<file path="src/rtl/arrow_spawner.sv">
// rtl/arrow_spawner.sv - arrow launch scheduler with score, lives and game-over tracking
// Optional ARROW_SPAWNER_INVERSE_EN enables the LFSR-driven parabolic reversal flag.
module arrow_spawner #(
    parameter int          NUM_LIVES = 3,
    parameter int          SPAWN_GAP = 30,
    parameter logic [15:0] LFSR_SEED = 16'hACE1
) (
    input  logic        clk,
    input  logic        rst,
    input  logic [10:0] hcount_in,
    input  logic [9:0]  vcount_in,
    input  logic        start_in,
    input  logic        is_hit_in,
    input  logic        hit_player_in,
    output logic        valid_out,
    output logic [1:0]  direction_out,
    output logic        inversed_out,
    output logic [2:0]  speed_out,
    output logic        next_out,
    output logic [7:0]  score_out,
    output logic [1:0]  lives_out,
    output logic        game_over_out
);

    typedef enum logic [1:0] {IDLE, GAP, FLY, OVER} state_t;

    localparam logic [7:0] GAP_INIT   = 8'(SPAWN_GAP);
    localparam logic [1:0] LIVES_INIT = 2'(NUM_LIVES);
    localparam logic [7:0] FLY_LAST   = 8'd254;

    state_t      state;
    logic [7:0]  gap_cnt;
    logic [7:0]  fly_cnt;
    logic [15:0] lfsr;
    logic [15:0] lfsr_next;
    logic        tick;
    logic        launch_inv;

    assign tick = (hcount_in == 11'd0) && (vcount_in == 10'd0);

    // Galois form, taps 16,14,13,11 folded into the 16'hB400 mask.
    assign lfsr_next = {1'b0, lfsr[15:1]} ^ ({16{lfsr[0]}} & 16'hB400);

`ifdef ARROW_SPAWNER_INVERSE_EN
    assign launch_inv = lfsr[2];
`else
    assign launch_inv = 1'b0;
`endif

    always_ff @(posedge clk) begin
        if (rst) begin
            state         <= IDLE;
            gap_cnt       <= 8'd0;
            fly_cnt       <= 8'd0;
            lfsr          <= LFSR_SEED;
            valid_out     <= 1'b0;
            direction_out <= 2'd0;
            inversed_out  <= 1'b0;
            speed_out     <= 3'd0;
            next_out      <= 1'b0;
            score_out     <= 8'd0;
            lives_out     <= 2'd0;
            game_over_out <= 1'b0;
        end else begin
            lfsr <= lfsr_next;
            case (state)
                IDLE, OVER: begin
                    if (start_in) begin
                        state         <= GAP;
                        score_out     <= 8'd0;
                        lives_out     <= LIVES_INIT;
                        gap_cnt       <= GAP_INIT;
                        game_over_out <= 1'b0;
                    end
                end
                GAP: begin
                    if (tick) begin
                        if (gap_cnt == 8'd1) begin
                            state         <= FLY;
                            valid_out     <= 1'b1;
                            direction_out <= lfsr[1:0];
                            inversed_out  <= launch_inv;
                            speed_out     <= score_out[7:5];
                            next_out      <= ~next_out;
                            fly_cnt       <= 8'd0;
                        end else begin
                            gap_cnt <= gap_cnt - 8'd1;
                        end
                    end
                end
                FLY: begin
                    // A resolution in the same cycle as a tick wins over the timeout count.
                    if (is_hit_in) begin
                        valid_out <= 1'b0;
                        gap_cnt   <= GAP_INIT;
                        if (!hit_player_in) begin
                            if (score_out != 8'hFF) score_out <= score_out + 8'd1;
                            state <= GAP;
                        end else begin
                            lives_out <= lives_out - 2'd1;
                            if (lives_out == 2'd1) begin
                                state         <= OVER;
                                game_over_out <= 1'b1;
                            end else begin
                                state <= GAP;
                            end
                        end
                    end else if (tick) begin
                        if (fly_cnt == FLY_LAST) begin
                            valid_out <= 1'b0;
                            gap_cnt   <= GAP_INIT;
                            state     <= GAP;
                        end else begin
                            fly_cnt <= fly_cnt + 8'd1;
                        end
                    end
                end
                default: state <= IDLE;
            endcase
        end
    end

endmodule

</file>
<file path="config.mk">
export PLATFORM = sky130hd
export DESIGN_NAME = arrow_spawner
export DESIGN_NICKNAME = d
export VERILOG_FILES = /design/src/rtl/arrow_spawner.sv
export SDC_FILE = /design/constraint.sdc
export NUM_CORES = 1
export LEC_CHECK = 0
export BUFFER_PORTS_ARGS = -buffer_cell sky130_fd_sc_hd__buf_2
export CAP_MARGIN = 0
export CORE_ASPECT_RATIO = 0.9
export CORE_MARGIN = 3
export CORE_UTILIZATION = 56
export CTS_CLUSTER_DIAMETER = 150
export DETAILED_ROUTE_END_ITERATION = 16
export GPL_TIMING_DRIVEN = 0
export PLACE_DENSITY = 0.8
export REMOVE_ABC_BUFFERS = 1
export SYNTH_ARGS = -nofsm -noshare
export SYNTH_HDL_FRONTEND = slang
export SYNTH_SLANG_ARGS = --single-unit
</file>
<file path="constraint.sdc">
create_clock -name clk -period 2.5 [get_ports clk]
set_input_delay 0.5 -clock clk [delete_from_list [all_inputs] [get_ports clk]]
set_output_delay 0.5 -clock clk [all_outputs]
set_load 0.02 [all_outputs]
</file>
==> impl_results.md, run 1 <==
- Status: completed
- CTS H-tree lvls: 2
- CTS buffer count: 5
- Clk root buf: clkbuf_8
- TritonCTS clock tree: built
- Final hold vios: 0
- Largest area contributor in the netlist: dfxtp_1
- Storage element area: 1040 sq um
- ANT cells: 0
- Largest family of logic cells by synthesized area: simple AND/OR/NAND/NOR gates
- Critical path class: register to register
- Initial antenna violation count: 0
- Clock Sinks: 52
- Worst Path Required: 2.72 ns
- Synth-to-Final Area Change: 12.0%
- Smallest hold slack: 0.387 ns
- Synth Area in Simple Gates: 29.6%
- Unrepaired setup endpoints after global routing: false
- Fmax: 0.446 GHz
- Cell Count, Final, Fillers Out: 394
- Avg Vias per Cell: 5.97
- Crit Path Max Fanout: 20
- Design Area, Final: 2920 sq um
- CORE AREA: 4270 sq um
- LEAKAGE: 1.15 nW
- Mapped Area: 2600 sq um
- Post-synthesis sequential area ratio: 40.0%
- Post-synthesis average cell area: 8.77 sq um
- Yosys top cell area share: 40.0%
- Area share of fa/ha/maj cells after synthesis: 3.84%
- Clock-pin slew on the worst setup and hold paths: 0.10 ns
- Gate count of the mapped netlist: 297
- Area occupied by multi-input gates: 1440 sq um
- Cell Area, Placed: 2810 sq um
- Deepest clock path buffer count: 2
- GRT overflow: 0
- Post-synthesis mux area share: 2.69%
- Final max-slew violation count: 0
- Remaining DRCs: 0
- First-pass GRT wire length: 9860 microns
- Ports: 45
- # nets final: 367
- TritonRoute pass-1 iters: 5
- I/O Buffers: 43
- Initial Util: 61.0%
- Vias in the first global route: 2172
- Final Total Pwr: 0.00170 W
- Placer Congestion: 0.889
- Layout cells sized above 1: 21.6%
- Initial DRC Count: 202
- Post-CTS Repair Setup Buffers: 0
- EDFF count, synth: 0
- Die X: 77.9 microns
- HP Class: input port to register
- Die height: 70.7 microns
- Detail Route Antenna Nets: 0
- Largest net degree at the start of global routing: 52
- Placed Cells: 386
- FILL cells: 355
- VDD IR max: 489 uV
- Latest clock arrival within the worst-skew pair: 0.31 ns
- Site Rows: 22
- Final Cycle Share: 89.6%
- Final Setup Violations: 0
- Fin crit period: 2.24 ns
- Power density over the cells: 584 nW/um^2
- Crit path launch type: register
- Max Cap Viol: 0
- Netlist cell types: 63
- Total die area: 5500 sq um
- Tightest Pin Transition: 0.847 ns
- Routed len/inst: 14.5 microns
- Clock Skew: 0.00683 ns
- Predominant post-synthesis flop cell: dfxtp_1
- #FFs+latches synth: 52
- Hold-fix buffers, CTS: 0
- Post-synthesis compound-gate area fraction: 17.1%
- Post-detail-place hpwl: 3980 microns
- Rel. slew slack: 43.5%
- Syn. warnings: 0
- Via count: 2354
- GRT Overall Usage: 21.6%
- Post-Route WL: 5700 microns
- Synth area leaders: dfxtp_1 (40%), nand2_1 (4.0%), ha_1 (3.8%)
- Post-synthesis xor/xnor area fraction: 1.35%
- Worst endpoint data arrival time: 2.46 ns
- Setup crit end kind: register
- Async set-reset flop share out of synthesis: 0%
[synthesized netlist by cell type (7+ instances only)]
master     n
dfxtp_1   52
nand2_1   28
nor2_1    26
nand3_1   18
inv_1     14
nor2b_1   12
and3_1    10
ha_1       8
clkbuf_1   7
mux2i_1    7
nand4_1    7
or2_2      7
[what timing repair did]
item	CTS	global route
setup endpoints to repair	3	14
pin swaps	0	0
gates resized for setup	1	2
[worst paths after layout]
kind	start	end	slack, ns	cells after the start
worst max-delay path	state[0]	fly_cnt[4]	0.26	7
worst min-delay path	start_in	game_over_out	0.39	2
worst max register to register	state[0]	fly_cnt[4]	0.26	7
worst min register to register	lfsr[12]	lfsr[11]	0.43	1
[routing by layer]
layer,routed length [microns],GRT usage (%),vias up,share of wire [%]
li1,-,-,1170,-
met1,2750,29.6,1096,48
met2,2590,35.1,80,45
met3,303,4.20,8,5.3
met4,57,5.34,0,1.0
met5,0,0,-,0
[critical path: stages, from the launching register on]
cell	delay [ns]
dfxtp_1	0.33
inv_1	0.08
ha_2	0.41
nor2b_1	0.27
o21a_1	0.31
o2111a_1	0.38
a41oi_1	0.16
a211oi_1	0.22
[where the power goes]
part	internal, W	leakage [nW]	switching, W
Sequential	0.000866	0.425	0.0000232
Clock	0.000212	0.0511	0.000301
Combinational	0.000118	0.676	0.000182
Total	0.00120	1.15	0.000507
[layout by cell type (no fill, tap or decap), types with 4 or more instances in the layout]
cell type,n
nand4_1,7
clkbuf_8,5
ha_1,7
nand3_1,18
o21ai_0,6
nor3_1,6
mux2i_1,7
inv_1,14
or2_2,7
buf_2,43
a221oi_1,4
nor2b_1,12
xnor2_1,4
nand2_1,28
nor2_1,25
dfxtp_1,52
a211oi_1,5
nor4_1,4
a21oi_1,6
or3_1,5
and3_1,10
[kinds of logic after synthesis]
family                     Yosys count
and+or+nand+nor                    141
AOI/OAI and AO/OA                   56
DFF                                 52
buffers and inverters               28
adders and majority gates            8
muxes                                7
xor gates and xnor gates             4
other                                1
[stage by stage]
stage | setup WS (ns) | TNS, ns | util [%]
6_report | 0.259 | 0 | 68.4
5_1_grt | 0.100 | 0 | 68.4
4_1_cts | 0.0772 | 0 | 68.2
3_5_place_dp | -0.136 | -0.245 | 65.8
3_3_place_gp | -0.118 | -0.189 | 65.8
2_1_floorplan | 0.380 | 0 | -
[state kept, by name, summed over array words and instances, names as in the netlist]
signal and count:
lfsr 16, fly_cnt 8, gap_cnt 8, score_out 8, speed_out 3, direction_out 2
lives_out 2, state 2, game_over_out 1, next_out 1, valid_out 1
[area by class of cell]
type	count	area share, %
Clock buffer	5	2.36
Clock inverter	3	0.987
Inverter	14	1.80
Multi-Input combinational cell	217	49.2
Sequential cell	52	35.7
Tap cell	60	2.57
Timing Repair Buffer	43	7.38
(Power assumes the default switching activity.)
==> run 2, diff against run 1 <==
Settings changed: PLACE_DENSITY 0.8 to 0.86, SETUP_SLACK_MARGIN set to 0.5.
==> run 2 against run 1 <==
- total power grew 4.1%
- register-to-register slack improved by 0.24 ns
- clock power is essentially flat
- flip-flop and latch count unchanged
- critical path type is now input port to register
- sequential share of layout area shrank 1.8 points
- maximum frequency grew 9.2%
- global-route usage up 3.3 points
- non-clock buffer count increased by 10
==> impl_results.md, run 2 (synthesis results as in run 1) <==
- TritonRoute pass-1 iters: 7 (+2)
- Latest clock arrival within the worst-skew pair: 0.32 ns (about the same)
- Die height: 70.7 microns (unchanged)
- FILL cells: 318 (-10%)
- Most common cell after layout, fill and taps aside: dfxtp_1
- Initial DRC Count: 458 (+130%)
- Setup crit end kind: register
- Post-detail-place hpwl: 4180 microns (+5.1%)
- Fmax: 0.488 GHz (+9.2%)
- Kind of cell adding the most delay to the critical path: compound AO/OA/AOI/OAI gates
- Deepest clock path buffer count: 2 (unchanged)
- Final hold vios: 0 (unchanged)
- Final Total Pwr: 0.00177 W (+4.1%)
- Layout cells sized above 1: 29.4% (+7.8 points)
- Post-Route WL: 6900 microns (+21%)
- Buf/Inv on CP: 1 (unchanged)
- Max reg flops: 16 (unchanged)
- Area occupied by multi-input gates: 1530 sq um (+6.5%)
- Final core utilization: 72.5% (+4.1 points)
- VDD IR max: 460 uV (-6.0%)
- Placer Congestion: 0.936 (+5.3%)
- Max Cap Viol: 0 (unchanged)
- Critical path class: input port to register
- Vias in the first global route: 2344 (+7.9%)
- CTS H-tree lvls: 2 (unchanged)
- Dpl ws: -0.155 ns (-0.0181 ns)
- Storage element area: 1050 sq um (+0.72%)
- Site Rows: 22 (unchanged)
- Remaining DRCs: 0 (unchanged)
- Max incr delay on CP: 0.44 ns (+0.03 ns)
- Slowest-stage cell, CP: and4_1
- ANT cells: 0 (unchanged)
- Ports: 45 (unchanged)
- Die X: 77.9 microns (unchanged)
- HP Class: input port to register
- Clock Skew: 0.00720 ns (+0.000377 ns)
- Crit Path Max Fanout: 6 (-70%)
- Most frequent cells in the layout: dfxtp_1 (48), buf_2 (42), nand2_1 (28), nor2_1 (24), nand3_1 (18)
- Biggest register: lfsr
- GRT overflow: 0 (unchanged)
- Rel. slew slack: 52.9% (+9.4 points)
- Largest net degree at the start of global routing: 52 (unchanged)
- # nets final: 377 (+2.7%)
- GRT Overall Usage: 24.9% (+3.3 points)
- Routed len/inst: 17.1 microns (+18%)
- CTS buffer count: 5 (unchanged)
- Fin crit period: 2.05 ns (-0.190 ns)
- Hold-fix buffers, CTS: 0 (unchanged)
- Unrepaired setup endpoints after global routing: true
- Worst Path Required: 2.71 ns (about the same)
- Initial antenna violation count: 0 (unchanged)
- Clock-pin slew on the worst setup and hold paths: 0.10 ns (about the same)
- Worst path cell trace: buf_2 > nor4_1 > and4_1 > a31o_2 > o21ai_1 > a311o_1
- TritonCTS clock tree: built
- Total die area: 5500 sq um (unchanged)
- Synth-to-Final Area Change: 18.7%
- Initial Util: 61.0% (unchanged)
- Clock Sinks: 52 (unchanged)
- Power density over the cells: 573 nW/um^2 (-1.8%)
- LEAKAGE: 1.21 nW (+5.0%)
- Crit path launch type: input port
- Via count: 2604 (+11%)
- Final max-slew violation count: 0 (unchanged)
- Worst endpoint data arrival time: 2.27 ns (-0.19 ns)
- I/O Buffers: 43 (unchanged)
- Tightest Pin Transition: 0.706 ns (-0.141 ns)
- First-pass GRT wire length: 11200 microns (+14%)
- CORE AREA: 4270 sq um (unchanged)
- Final Cycle Share: 82.0% (-7.6 points)
- Status: completed
- Avg Vias per Cell: 6.45 (+7.9%)
- Detail Route Antenna Nets: 0 (unchanged)
- Setup ws final: 0.449 ns (+0.190 ns)
- Clk root buf: clkbuf_8
- Final Setup Violations: 0 (unchanged)
-- run 2: repair_timing --
action                     in CTS  in global routing
buffers inserted                8                  2
pin swaps                       3                  7
setup endpoints to repair      34                 24
gates resized for setup        15                 16
-- run 2: routing by layer --
metal	up-vias	routed length, microns	GRT usage (%)
met5	-	0	0
met4	0	235	8.10
met3	37	589	5.98
met2	172	3220	39.3
met1	1210	2850	33.7
li1	1185	-	-
-- run 2: cell type report --
cell class                      count  area share, %
Tap cell                           60           2.43
Inverter                           14           1.70
Sequential cell                    52           33.9
Clock buffer                        5           2.23
Clock inverter                      3          0.809
Timing Repair Buffer               53           9.47
Multi-Input combinational cell    217           49.5
-- run 2: final timing paths --
| path | start | to | slack [ns] | depth (start not counted) |
|---|---|---|---|---|
| hold reg to reg | lfsr[12] | lfsr[11] | 0.42 | 1 |
| setup reg to reg | gap_cnt[0] | gap_cnt[7] | 0.50 | 5 |
| setup / recovery | hcount_in[4] | gap_cnt[6] | 0.45 | 6 |
| hold / removal | start_in | game_over_out | 0.40 | 2 |
-- run 2: metrics by stage --
stage | hold WS [ns] | std cells | cell area (sq um) | setup TNS, ns
floorplan | 0.389 | 283 | 2520 | 0
global placement | 0.396 | 386 | 2810 | -0.164
global route | 0.403 | 404 | 3090 | 0
CTS | 0.388 | 402 | 3020 | 0
detailed placement | 0.393 | 386 | 2810 | -0.304
finish | 0.398 | 404 | 3090 | 0
-- run 2: where the power goes --
group          internal (W)  total, W  switching (W)
clock              0.000205  0.000514       0.000310
combinational      0.000148  0.000367       0.000219
sequential         0.000865  0.000891      0.0000252
total               0.00122   0.00177       0.000554
